**config.mk**
```make
export PLATFORM = sky130hd
export DESIGN_NAME = ram_output_writer
export DESIGN_NICKNAME = d
export VERILOG_FILES = /design/src/rtl/ram_output_writer.sv
export SDC_FILE = /design/constraint.sdc
export NUM_CORES = 1
export LEC_CHECK = 0
export CORE_ASPECT_RATIO = 1.2
export CORE_UTILIZATION = 29
export DETAILED_ROUTE_END_ITERATION = 16
export PLACE_DENSITY = 0.82
export SLEW_MARGIN = 40
export SYNTH_ARGS = -nofsm -noshare
export SYNTH_HDL_FRONTEND = slang
export SYNTH_SLANG_ARGS = --single-unit
```
**constraint.sdc**
```tcl
create_clock -name clk -period 1.8 [get_ports clk]
set_input_delay 0.18 -clock clk [delete_from_list [all_inputs] [get_ports clk]]
set_output_delay 0.18 -clock clk [all_outputs]
set_load 0.05 [all_outputs]
```
**src/rtl/ram_output_writer.sv**
```systemverilog
// Captures a streamed result matrix, one chunk per word, into local RAM.
// Optional readback port is built in when RAM_OUT_READBACK_EN is defined.
module ram_output_writer #(
  parameter int WIDTH           = 16,
  parameter int CHUNK_SIZE      = 4,
  parameter int OUTER_DIMENSION = 6
) (
  input  logic                        clk,
  input  logic                        rst_n,
  input  logic                        start,
  input  logic                        in_valid,
  input  logic [WIDTH*CHUNK_SIZE-1:0] in_data,
  output logic                        in_ready,
  output logic [WIDTH-1:0]            wr_addr,
  output logic                        busy,
  output logic                        done,
`ifdef RAM_OUT_READBACK_EN
  output logic                        drop_err,
  input  logic [WIDTH-1:0]            rd_addr,
  output logic [WIDTH*CHUNK_SIZE-1:0] rd_data
`else
  output logic                        drop_err
`endif
);

  localparam int DEPTH = (OUTER_DIMENSION*OUTER_DIMENSION)/CHUNK_SIZE;
  localparam int AW    = (DEPTH > 1) ? $clog2(DEPTH) : 1;
  localparam int DW    = WIDTH*CHUNK_SIZE;

  typedef enum logic [1:0] {
    IDLE  = 2'd0,
    WRITE = 2'd1,
    DONE  = 2'd2
  } state_t;

  state_t         state;
  logic [DW-1:0]  mem [DEPTH];
  logic           accept;
  logic           last;

  assign busy     = (state == WRITE);
  assign done     = (state == DONE);
  assign in_ready = (state == WRITE);
  assign accept   = in_valid && (state == WRITE);
  assign last     = (wr_addr == WIDTH'(DEPTH-1));

  always_ff @(posedge clk or negedge rst_n) begin
    if (!rst_n) begin
      state    <= IDLE;
      wr_addr  <= '0;
      drop_err <= 1'b0;
    end else begin
      unique case (state)
        IDLE, DONE: begin
          // start outranks a same-cycle orphan chunk
          if (start) begin
            state    <= WRITE;
            wr_addr  <= '0;
            drop_err <= 1'b0;
          end else if (in_valid) begin
            drop_err <= 1'b1;
          end
        end
        WRITE: begin
          if (in_valid) begin
            if (last) begin
              state   <= DONE;
              wr_addr <= '0;
            end else begin
              wr_addr <= wr_addr + 1'b1;
            end
          end
        end
        default: state <= IDLE;
      endcase
    end
  end

  // storage carries no reset
  always_ff @(posedge clk) begin
    if (accept) mem[wr_addr[AW-1:0]] <= in_data;
  end

`ifdef RAM_OUT_READBACK_EN
  always_ff @(posedge clk or negedge rst_n) begin
    if (!rst_n) begin
      rd_data <= '0;
    end else if (rd_addr < WIDTH'(DEPTH)) begin
      rd_data <= mem[rd_addr[AW-1:0]];
    end else begin
      rd_data <= '0;
    end
  end
`endif

endmodule

```
==> metrics.csv <==
metric;value;unit
grt_pass1_vias;994;
grt_max_degree;20;
htreeDepth;1;
crit-reg2reg-launch;wr_addr[0];
hold_viol;0;
clk_latency;270;ps
yosys.area_share.xor_xnor;4.07;%
synthCells;119;
via_count;1039;
yosysMostFrequentCell;dfrtp_1;
start_util;31.4;%
r2r_slack;80;ps
yosys_register_bits;19;
status;complete, but fails checks;
violations;design-rule violations;
num-nets-final;224;
die_y;68.7;um
synth_top_family_by_area;simple AND/OR/NAND/NOR gates;
yosys.area.top_type;dfrtp_1;
drive_gt1_share;26.1;%
worst_setup_path_start_kind;flop;
crit_family;buffers and inverters;
vias_per_cell;5.47;
hpwl;1.84;mm
grtUsageTotal;14.3;%
rsz0062_at_grt;false;
wirelength;2.60;mm
p_clk_share;14.3;%
clock_sinks;19;
synth_edf_count;0;
arrival;1560;ps
cts_tree;done;
postSynthAreaPerCell;9.03;um2
critPathRequiredTime;1620;ps
dr.pass1.iters;10;
reg2reg_to;wr_addr[14];
clk_pin_slew;70;ps
cts_made_buffers;3;
intPower;1.16;mW
slew_headroom;65.9;%
crit_chain;clkdlybuf4s50_1;
ys.warnings.count;0;
hold_buffers;0;
drt_iter0_markers;25;
drv_slew;0;
synth_top_area_share;44.2;%
muxShareOfSynthArea;0;%
ir_drop;0.422;mV
finalSetupViolations;0;
async_reset_ff_share;100;%
crit_type;reg2out;
port_buffers;23;
slowest_delay;850;ps
end_kind;primary output;
postSynthNetCount;189;
wl_per_cell;13.7;um
fin_skew;3.86;ps
slowest_stage;clkdlybuf4s50_1;
max_freq;0.575;GHz
antenna_cells;0;
p_sw_share;46.9;%
dp_slack;-46.7;ps
setup_ws;60.3;ps
static-leakage-power;0.622;nW
p_sw;1.02;mW
fill_cells;317;
synth.area.top_cells;dfrtp_1, o21ai_0, a21oi_1, or3_1, nand3_1;
grt_first_pass_wirelength;4.26;mm
ctsLongestPathBuffers;2;
pwr-share-comb;54.6;%
gp_congestion;0.824;
io_pins;88;
hp-class;in2async;
syn-cell-area;1070;um2
seqCellArea;485;um2
p_per_area;1430;nW/um2
period_share;96.6;%
die_area;3950;um2
core_area;3420;um2
cap_viol_max_count;0;
antenna_found_initial;0;
multi_input_area;592;um2
dieWidth;57.6;um
synthAdderAreaFrac;2.33;%
synth.distinct_cells;33;
cp_num_buf_inv;1;
synth_seq_area_share;44.2;%
ys_top_cells_by_count;dfrtp_1, o21ai_0, a21oi_1, nand2_1;
gr-total-overflow;0;
root_buffer;clkbuf_8;
tightest_slew;512;ps
ys.flop_type;dfrtp_1;
path_max_fanout;5;
fp-row-count;23;
seqPwrFrac;31.1;%
finalPower;2.19;mW
ant_nets;0;
synthSimpleGateAreaFrac;27.8;%
syn2layout_area_growth;42.4;%
synth_compound_area_share;16.3;%
final.min_clock_period;1740;ps
drc;2;
ff2ff_path_depth;5;
[layout by cell type (no fill, tap or decap), types with 6 or more instances in the layout]
master           instances
nand3_1                  8
nand2_1                 10
dfrtp_2                  8
inv_1                    7
a21oi_1                 10
clkdlybuf4s50_1         17
o21ai_0                 10
buf_4                   14
dfrtp_1                 11
nor2_1                   8
or3_1                    6
[worst max-delay path by stage]
| stage | from | end | slack (ps) | depth (start not counted) |
|---|---|---|---|---|
| after CTS | wr_addr[14] | wr_addr[14] | 80 | 1 |
| after detailed placement | in_valid | wr_addr[14] | -50 | 5 |
| after global placement | in_valid | wr_addr[14] | -40 | 5 |
| after floorplan | wr_addr[6] | wr_addr[14] | 3 | 5 |
| after global routing | wr_addr[0] | wr_addr[4] | 5 | 7 |
| final | wr_addr[14] | wr_addr[14] | 60 | 1 |
[power by group through the flow]
stage	logic, mW	registers [mW]	clock network [mW]
6_report	1.19	0.680	0.313
5_1_grt	1.27	0.701	0.331
3_3_place_gp	1.12	0.672	0
3_5_place_dp	1.14	0.674	0
2_1_floorplan	0.471	0.936	0
4_1_cts	1.16	0.669	0.307
[through the flow]
stage	TNS (ps)	cells	instance area [um2]	utilization [%]	hold WS, ps
4_1_cts	0	189	1490	43.6	266
2_1_floorplan	0	119	1110	-	-116
3_3_place_gp	-41.1	185	1440	42.1	488
5_1_grt	0	190	1530	44.7	263
3_5_place_dp	-51.5	185	1440	42.1	493
6_report	0	190	1530	44.7	245
[layout make-up]
| class | instances | share of cell area (%) |
|---|---|---|
| clock buffer | 4 | 2.94 |
| inverter | 7 | 1.72 |
| multi-input combinational | 89 | 38.7 |
| sequential | 19 | 31.7 |
| tap | 37 | 3.03 |
| timing repair buffer | 34 | 21.9 |
[sequential cells by signal, summed over array words and instances (netlist names)]
| register | count |
|---|---|
| state | 2 |
| wr_addr | 16 |
| drop_err | 1 |
[kinds of logic after synthesis]
group | after synthesis
buffers and inverters | 11
AO/OA/AOI/OAI | 29
flip-flops | 19
XOR/XNOR | 5
adder cells (fa/ha/maj) | 2
AND/OR/NAND/NOR | 53
[per-layer routing]
layer / global-route usage, % / wire [um] / up-vias
met1: 16.4 / 1120 / 502
met4: 8.23 / 72 / 0
met5: 0 / 0 / -
li1: - / - / 499
met2: 24.6 / 1250 / 32
met3: 3.17 / 167 / 6
[repair_timing]
action / in CTS / in global routing
setup buffers: 0 / 1
endpoints found under the setup margin: 5 / 4
resized for setup: 1 / 4
pin swaps: 0 / 3
Power figures use the tool's default switching activity.
